--- src/rtl/muxn_arb_if.sv ---
// Handshake bundle between N producers, the muxn_arb block and one consumer.
// The slave modport is the arbiter's view. The master modport is the producer/consumer side.
interface muxn_arb_if #(
   parameter int WIDTH    = 64,
   parameter int CHANNELS = 4
);
   localparam int SELW = $clog2(CHANNELS);

   logic [CHANNELS-1:0][WIDTH-1:0] in_data;
   logic [CHANNELS-1:0]            in_valid;
   logic [CHANNELS-1:0]            in_ready;
   logic [WIDTH-1:0]               out_data;
   logic [SELW-1:0]                out_sel;
   logic                           out_valid;
   logic                           out_ready;

   modport master (
      output in_data, in_valid, out_ready,
      input  in_ready, out_data, out_sel, out_valid
   );

   modport slave (
      input  in_data, in_valid, out_ready,
      output in_ready, out_data, out_sel, out_valid
   );
endinterface

--- src/rtl/muxn_arb.sv ---
// N-channel registered mux with valid/ready arbitration and a single output register stage.
// Define MUXN_ARB_RR_EN for round-robin priority; otherwise the lowest valid channel always wins.
module muxn_arb #(
   parameter int WIDTH    = 64,
   parameter int CHANNELS = 4
) (
   input  logic       clk,
   input  logic       reset_n,
   muxn_arb_if.slave  bus
);
   localparam int SELW = $clog2(CHANNELS);

   logic [WIDTH-1:0]    r_data;
   logic [SELW-1:0]     r_sel;
   logic                r_valid;

   logic                w_load;
   logic                w_any;
   logic [SELW-1:0]     w_ptr;
   logic [SELW-1:0]     w_winner;
   logic [SELW-1:0]     w_idx [CHANNELS];
   logic [CHANNELS-1:0] w_ready;

   assign w_load = !r_valid || bus.out_ready;

   // w_idx[k] is the channel examined k-th in scan order starting at the pointer
   for (genvar gi = 0; gi < CHANNELS; gi++) begin : g_rot
      logic [SELW:0] w_sum;
      assign w_sum       = {1'b0, w_ptr} + (SELW+1)'(gi);
      assign w_idx[gi]   = (w_sum >= (SELW+1)'(CHANNELS)) ?
                           SELW'(w_sum - (SELW+1)'(CHANNELS)) : SELW'(w_sum);
   end

   always_comb begin
      w_any    = 1'b0;
      w_winner = '0;
      // Walk from the lowest-priority slot down so the first valid in scan order ends up winning
      for (int off = CHANNELS - 1; off >= 0; off--) begin
         if (bus.in_valid[w_idx[off]]) begin
            w_any    = 1'b1;
            w_winner = w_idx[off];
         end
      end
   end

   for (genvar gi = 0; gi < CHANNELS; gi++) begin : g_ready
      assign w_ready[gi] = reset_n && w_load && w_any && (w_winner == SELW'(gi));
   end

   assign bus.in_ready = w_ready;

   always_ff @(posedge clk or negedge reset_n) begin
      if (!reset_n) begin
         r_valid <= 1'b0;
         r_data  <= '0;
         r_sel   <= '0;
      end else if (w_load) begin
         r_valid <= w_any;
         if (w_any) begin
            r_data <= bus.in_data[w_winner];
            r_sel  <= w_winner;
         end
      end
   end

`ifdef MUXN_ARB_RR_EN
   logic [SELW-1:0] r_ptr;

   always_ff @(posedge clk or negedge reset_n) begin
      if (!reset_n) begin
         r_ptr <= '0;
      end else if (w_load && w_any) begin
         r_ptr <= (w_winner == SELW'(CHANNELS - 1)) ? '0 : w_winner + 1'b1;
      end
   end

   assign w_ptr = r_ptr;
`else
   assign w_ptr = '0;
`endif

   assign bus.out_data  = r_data;
   assign bus.out_sel   = r_sel;
   assign bus.out_valid = r_valid;
endmodule

--- src/flat_wrapper.sv ---
// flat-port wrapper written by rule: the top's interface ports become plain ports
module muxn_arb_flat 
#(
   parameter int WIDTH    = 64,
   parameter int CHANNELS = 4
)
  (clk, reset_n, bus_in_data, bus_in_valid, bus_out_ready, bus_in_ready, bus_out_data, bus_out_sel, bus_out_valid);
  muxn_arb_if #(.WIDTH(WIDTH), .CHANNELS(CHANNELS)) bus_i ();
  input  logic clk;
  input  logic reset_n;
  input wire logic [$bits(bus_i.in_data)-1:0] bus_in_data;
  input wire logic [$bits(bus_i.in_valid)-1:0] bus_in_valid;
  input wire logic [$bits(bus_i.out_ready)-1:0] bus_out_ready;
  output wire logic [$bits(bus_i.in_ready)-1:0] bus_in_ready;
  output wire logic [$bits(bus_i.out_data)-1:0] bus_out_data;
  output wire logic [$bits(bus_i.out_sel)-1:0] bus_out_sel;
  output wire logic [$bits(bus_i.out_valid)-1:0] bus_out_valid;
  assign bus_i.in_data = bus_in_data;
  assign bus_i.in_valid = bus_in_valid;
  assign bus_i.out_ready = bus_out_ready;
  assign bus_in_ready = bus_i.in_ready;
  assign bus_out_data = bus_i.out_data;
  assign bus_out_sel = bus_i.out_sel;
  assign bus_out_valid = bus_i.out_valid;
  muxn_arb #(.WIDTH(WIDTH), .CHANNELS(CHANNELS)) u_core (.clk(clk), .reset_n(reset_n), .bus(bus_i));
endmodule
--- config.mk ---
export PLATFORM = sky130hd
export DESIGN_NAME = muxn_arb_flat
export DESIGN_NICKNAME = d
export VERILOG_FILES = /design/src/rtl/muxn_arb_if.sv /design/src/rtl/muxn_arb.sv /design/src/flat_wrapper.sv
export SDC_FILE = /design/constraint.sdc
export NUM_CORES = 1
export LEC_CHECK = 0
export CORE_AREA = 2 2 129 131
export CTS_CLUSTER_DIAMETER = 80
export DETAILED_ROUTE_END_ITERATION = 16
export DIE_AREA = 0 0 131 133
export GPL_ROUTABILITY_DRIVEN = 0
export HOLD_SLACK_MARGIN = 0.15
export PLACE_DENSITY = 0.79
export SYNTH_ARGS = -nofsm -noshare
export SYNTH_HDL_FRONTEND = slang
export SYNTH_SLANG_ARGS = --single-unit
--- constraint.sdc ---
create_clock -name clk -period 1.8 [get_ports clk]
set_input_delay 0.45 -clock clk [delete_from_list [all_inputs] [get_ports clk]]
set_output_delay 0.45 -clock clk [all_outputs]
set_load 0.01 [all_outputs]
==> results.py, run 1 <==
metrics = {
    "timing": {
        "period_needed_ns": 1.78,
        "maxClockFrequency_mhz": 560,
        "slew_violations": 0,
        "post-route-period-util": 0.991,
        "hold_viol_final": 0,
        "maxSlewHeadroom": 0.484,
        "holdWs_ns": 0.281,
        "tns_ns": 0,
        "finalSetupViolCount": 0,
        "worst_slew_pin_slew_ns": 0.774,
        "finalClockSkew_ns": 0.00713,
        "worst_slack_ns": 0.0153,
    },
    "final_layout": {
        "fin_nets": 1109,
        "fin_util": 0.538,
        "drive_gt1_frac": 0.0729,
        "diodes": 0,
        "synthToLayoutAreaGrowth_pct": 77.8,
        "stdcell_area_mm2": 0.00870,
        "final_cells": 1070,
        "fill_cells": 1531,
    },
    "critical_path": {
        "crit_required_ns": 1.35,
        "max_stage_delay_ns": 0.38,
        "cp_top_family": "simple AND/OR/NAND/NOR gates",
        "worst-setup-path-type": "in -> out",
        "cp-end-kind": "output port",
        "start_kind": "input pin",
        "crit_arrival_ns": 1.33,
        "slowest_stage": "nor4_4",
        "path_buf_inv": 2,
        "critPathMostFrequentCell": "buf_2",
        "cp_max_fo": 3,
        "crit_chain": "buf_2 > nor4_4 > nor2_4 > and3_4 > buf_2",
    },
    "synthesis": {
        "ys_ff_latch": 67,
        "yosysTopAreaCell": "dfrtp_1",
        "synth_fp_nets": 806,
        "netlist_area_mm2": 0.00489,
        "synth.distinct_cells": 23,
        "synth_top_area_frac": 0.343,
        "synthTopCellsByArea": "dfrtp_1 34%, o32a_1 13%, a211o_1 11%",
        "syn_avg_cell_area_um2": 9.01,
        "ys_seq_area_frac": 0.343,
        "ys_warn_count": 0,
        "netlist_instances": 543,
    },
    "clock_network": {
        "htreeDepth": 3,
        "cts_max_path_buffers": 2,
        "tritoncts": "built",
        "cts_root_buf": "clkbuf_16",
        "clk_pin_slew_ns": 0.05,
        "cts.sinks": 67,
        "numCtsBuffers": 9,
        "clk_latency_ns": 0.33,
    },
    "power": {
        "pwr-share-clk": 0.297,
        "p_comb_frac": 0.367,
        "p_total_mw": 5.45,
        "p_sw_mw": 1.53,
        "power_leakage_nw": 3.42,
        "switching_share": 0.282,
        "power_frac_seq": 0.335,
        "ir_worst_vdd_mv": 0.384,
        "p_int_mw": 3.92,
        "power_density_mw_per_mm2": 626,
    },
    "placed_design": {
        "portBuffers": 333,
        "hpwl_um": 15000,
        "dpl.cell_count": 1052,
        "place_area_mm2": 0.00843,
        "place_worst_setup_slack_ns": -0.727,
    },
    "die": {
        "rows": 47,
        "fp.dieW_um": 131,
        "dieArea_mm2": 0.0174,
        "initial_utilization": 0.303,
        "core-area_mm2": 0.0162,
        "ios": 334,
        "die_h_um": 133,
    },
    "routing": {
        "via_per_inst": 5.39,
        "finalWirelength_um": 20900,
        "antenna_left": 0,
        "vias": 5772,
        "firstDrtPassIters": 8,
        "drc": 0,
        "avgRoutedWirePerCell_um": 19.6,
        "drt_iter0_drc": 298,
    },
    "status": {
        "status": "completed",
    },
    "global_routing": {
        "grt_pass1_wl_um": 31600,
        "grt_usage": 0.233,
        "antenna_found_initial": 1,
        "grt_pass1_vias": 5715,
        "grt_max_degree": 69,
        "overflow": 0,
    },
    "worst_hold_path": {
        "hold_class": "in -> async",
    },
    "run": {
        "cap_violations": 0,
    },
}
-- layer usage --
metal,vias up,GRT usage,routed length [um]
met5,-,0,7
met4,2,0.0892,617
met3,45,0.0631,1830
met2,260,0.391,10100
met1,2757,0.282,8420
li1,2708,-,-
-- power groups by stage --
stage                     registers (mW)  clock network, mW  logic, mW
after floorplan                     1.94                  0      0.678
after global placement              1.84                  0       1.99
after detailed placement            1.85                  0       2.00
after CTS                           1.83               1.67       2.02
after global routing                1.85               1.73       2.15
final                               1.83               1.62       2.00
-- kinds of logic after synthesis --
| logic type | after synthesis | synth area share |
|---|---|---|
| compound gates | 260 | 0.414 |
| simple gates | 144 | 0.173 |
| buf+inv | 72 | 0.0703 |
| flops | 67 | 0.343 |
-- synth_stat cells --
cell type	number
and3_1	2
buf_2	26
nand2b_1	1
o21ai_0	1
nor3_4	1
and4_1	2
buf_1	3
nor4_4	1
nor2b_1	2
buf_4	1
o21a_1	64
clkbuf_1	37
dfrtp_1	67
nor2b_4	1
a21oi_1	66
buf_6	5
a211o_1	64
or2_2	2
o41ai_1	1
nand2_1	65
o32a_1	64
nor2_1	3
nand3b_1	64
-- state kept, by name, summed over array words and instances (netlist names) --
signal	count
u_core.bus.out_sel	2
u_core.bus.out_data	64
u_core.bus.out_valid	1
-- cell type report --
class	instances	area (um^2)	area share
tap	220	275	0.0316
clock inverter	3	15.0	0.00173
timing repair buffer	364	3580	0.412
multi-input combinational	404	2910	0.334
sequential	67	1680	0.193
clock buffer	12	246	0.0283
-- path summary, 6_finish.rpt --
kind	from	endpoint	slack, ns	cells past startpoint
max	bus_in_valid[0]	bus_in_ready[1]	0.02	5
min	reset_n	u_core.bus.out_sel[1]	0.28	2
max reg2reg	u_core.bus.out_valid	u_core.bus.out_data[24]	0.14	5
min reg2reg	u_core.bus.out_data[0]	u_core.bus.out_data[0]	0.49	1
max in group asynchronous	reset_n	u_core.bus.out_data[52]	0.87	3
min in group clk	u_core.bus.out_data[0]	u_core.bus.out_data[0]	0.49	1
-- layout by cell type (no fill, tap or decap), types with 2 or more instances in the layout --
cell type        count
dlygate4sd3_1        2
or2_2                2
dlygate4sd2_1        2
clkbuf_1             2
clkdlybuf4s50_1    322
o21a_1              64
clkbuf_16            9
nand3b_1            64
buf_12               4
a211o_1             64
buf_4               26
buf_2                6
clkinv_2             3
o32a_1              64
nand2_1             65
nor2b_4              2
dfrtp_1             67
a21oi_1             66
-- repair_timing --
action / 4_1_cts / 5_1_grt
setup buffers: 0 / 1
pin swaps: 2 / 1
hold buffers: 2 / 0
setup endpoints to repair: 71 / 5
resized for setup: 21 / 3
endpoints found under the hold margin: 5 / 0
(Power assumes the default switching activity.)
==> run 2, diff against run 1 <==
- CORE_AREA: 2 2 129 131 -> 2 2 128 130
- DIE_AREA: 0 0 131 133 -> 0 0 130 132
- DONT_BUFFER_PORTS: unset -> 1
- PLACE_DENSITY: 0.79 -> 0.51
==> run 2 against run 1 <==
- the run now ends with negative hold slack left
- design area shrank 40%
- clock power shrank 4%
- setup slack gained 0.051 ns
- routed wire length shrank 16%
- final cell count shrank 33%
- register-to-register slack gained 0.09 ns
- global-route usage shrank 3.8 points
- highest routed layer is now met4
==> results.py, run 2 (synthesis results as in run 1) <==
metrics = {
    "routing": {
        "antenna_left": 0,
        "firstDrtPassIters": 4,
        "vias": 4528,
        "avgRoutedWirePerCell_um": 24.8,
        "drt_iter0_drc": 198,
        "finalWirelength_um": 17700,
        "via_per_inst": 6.36,
        "drc": 0,
    },
    "clock_network": {
        "numCtsBuffers": 9,
        "cts_root_buf": "clkbuf_16",
        "clk_latency_ns": 0.33,
        "cts.sinks": 67,
        "htreeDepth": 3,
        "clk_pin_slew_ns": 0.06,
        "cts_max_path_buffers": 2,
        "tritoncts": "built",
    },
    "global_routing": {
        "grt_pass1_vias": 4719,
        "grt_pass1_wl_um": 26100,
        "grt-busiest-layer": "met2",
        "grtUsageMet3": 0.0515,
        "grtUsageMet1": 0.214,
        "overflow": 0,
        "grt_usage": 0.196,
        "grt_max_degree": 134,
        "met2_usage": 0.355,
        "antenna_found_initial": 0,
    },
    "placed_design": {
        "portBuffers": 0,
        "hpwl_um": 11700,
        "dpl.cell_count": 698,
        "place_area_mm2": 0.00500,
    },
    "critical_path": {
        "r2r_cells": 4,
        "crit_required_ns": 1.35,
        "crit_arrival_ns": 1.28,
        "worst-setup-path-type": "reg -> out",
        "cp_max_fo": 4,
        "start_kind": "register",
        "cp-end-kind": "output port",
    },
    "timing": {
        "maxSlewHeadroom": 0.713,
        "tns_ns": 0,
        "period_needed_ns": 1.73,
        "holdWs_ns": -0.192,
        "worst_slew_pin_slew_ns": 0.430,
        "finalClockSkew_ns": 0.00506,
        "hold_viol_final": 67,
        "post-route-period-util": 0.963,
        "finalSetupViolCount": 0,
        "slew_violations": 0,
        "grt_setup_unrepaired": "false",
        "maxClockFrequency_mhz": 577,
    },
    "power": {
        "power_density_mw_per_mm2": 815,
        "power_leakage_nw": 2.01,
        "ir_worst_vdd_mv": 0.376,
    },
    "final_layout": {
        "diodes": 0,
        "layout_common_cells": "66 x a21oi_1, 66 x dfrtp_1, 65 x nand2_1",
        "synthToLayoutAreaGrowth_pct": 7.29,
        "drive_gt1_frac": 0.0685,
        "final_cells": 712,
        "fin_util": 0.334,
        "largest_register_ffs": 64,
        "stdcell_area_mm2": 0.00525,
        "fin_nets": 756,
        "fill_cells": 1659,
    },
    "status": {
        "status": "finished with violations",
        "violations": "negative hold slack",
    },
    "run": {
        "cap_violations": 0,
    },
    "die": {
        "rows": 46,
        "die_h_um": 132,
        "initial_utilization": 0.312,
        "fp.dieW_um": 130,
        "core-area_mm2": 0.0157,
        "ios": 334,
        "dieArea_mm2": 0.0172,
    },
    "worst_hold_path": {
        "hold_class": "in -> async",
    },
}
[run 2: cell count changes in the layout (fill, tap and decap cells not counted), moves of 2 or more]
| cell | previous run | this run |
|---|---|---|
| buf_12 | 4 | 6 |
| buf_4 | 26 | 5 |
| buf_2 | 6 | 0 |
| clkdlybuf4s50_1 | 322 | 0 |
| dlygate4sd2_1 | 2 | 0 |
| dlygate4sd3_1 | 2 | 0 |
[run 2: worst max-delay path, stage by stage, from the launching register on]
cell,delay (ns)
dfrtp_2,0.44
nor2b_4,0.16
nor2_4,0.11
and4_4,0.24
[run 2: timing repair]
| item | CTS | global route |
|---|---|---|
| endpoints found under the setup margin | 0 | 1 |
| resized for setup | 0 | 1 |
| endpoints found under the hold margin | 67 | 67 |
| buffers inserted | 0 | 0 |
[run 2: path summary, 6_finish.rpt]
| path | to | slack (ns) | start |
|---|---|---|---|
| max | bus_in_ready[3] | 0.07 | u_core.bus.out_valid |
| max in group asynchronous | u_core.bus.out_valid | 1.88 | reset_n |
| min reg2reg | u_core.bus.out_data[23] | 0.57 | u_core.bus.out_data[23] |
| min in group clk | u_core.bus.out_sel[0] | 0.24 | bus_in_valid[0] |
| max reg2reg | u_core.bus.out_data[52] | 0.23 | u_core.bus.out_valid |
| min | u_core.bus.out_data[25] | -0.19 | reset_n |
[run 2: stage by stage]
step | total power [mW] | hold slack, ns | worst slack [ns]
after floorplan | 2.62 | 0.154 | 0.00681
after global placement | 2.73 | 0.156 | 0.170
after detailed placement | 2.75 | 0.156 | 0.149
after CTS | 4.36 | -0.214 | 0.0283
after global routing | 4.51 | -0.220 | 0.0150
final | 4.28 | -0.192 | 0.0661
[run 2: cell type report]
type / instances / area [um^2] / area share
Clock buffer: 10 / 229 / 0.0436
Clock inverter: 4 / 20.0 / 0.00381
Multi-Input combinational cell: 404 / 2900 / 0.552
Sequential cell: 67 / 1680 / 0.320
Tap cell: 216 / 270 / 0.0515
Timing Repair Buffer: 11 / 158 / 0.0300
[run 2: report_power, final]
part / switching (mW) / total, mW / internal (mW)
clock network: 0.647 / 1.55 / 0.906
logic: 0.330 / 0.734 / 0.404
registers: 0.279 / 1.99 / 1.71
total: 1.25 / 4.28 / 3.02
[run 2: routing by layer]
layer,wire [um],up-vias
li1,-,2002
met2,8880,255
met1,6940,2247
met4,371,0
met5,0,-
met3,1470,24
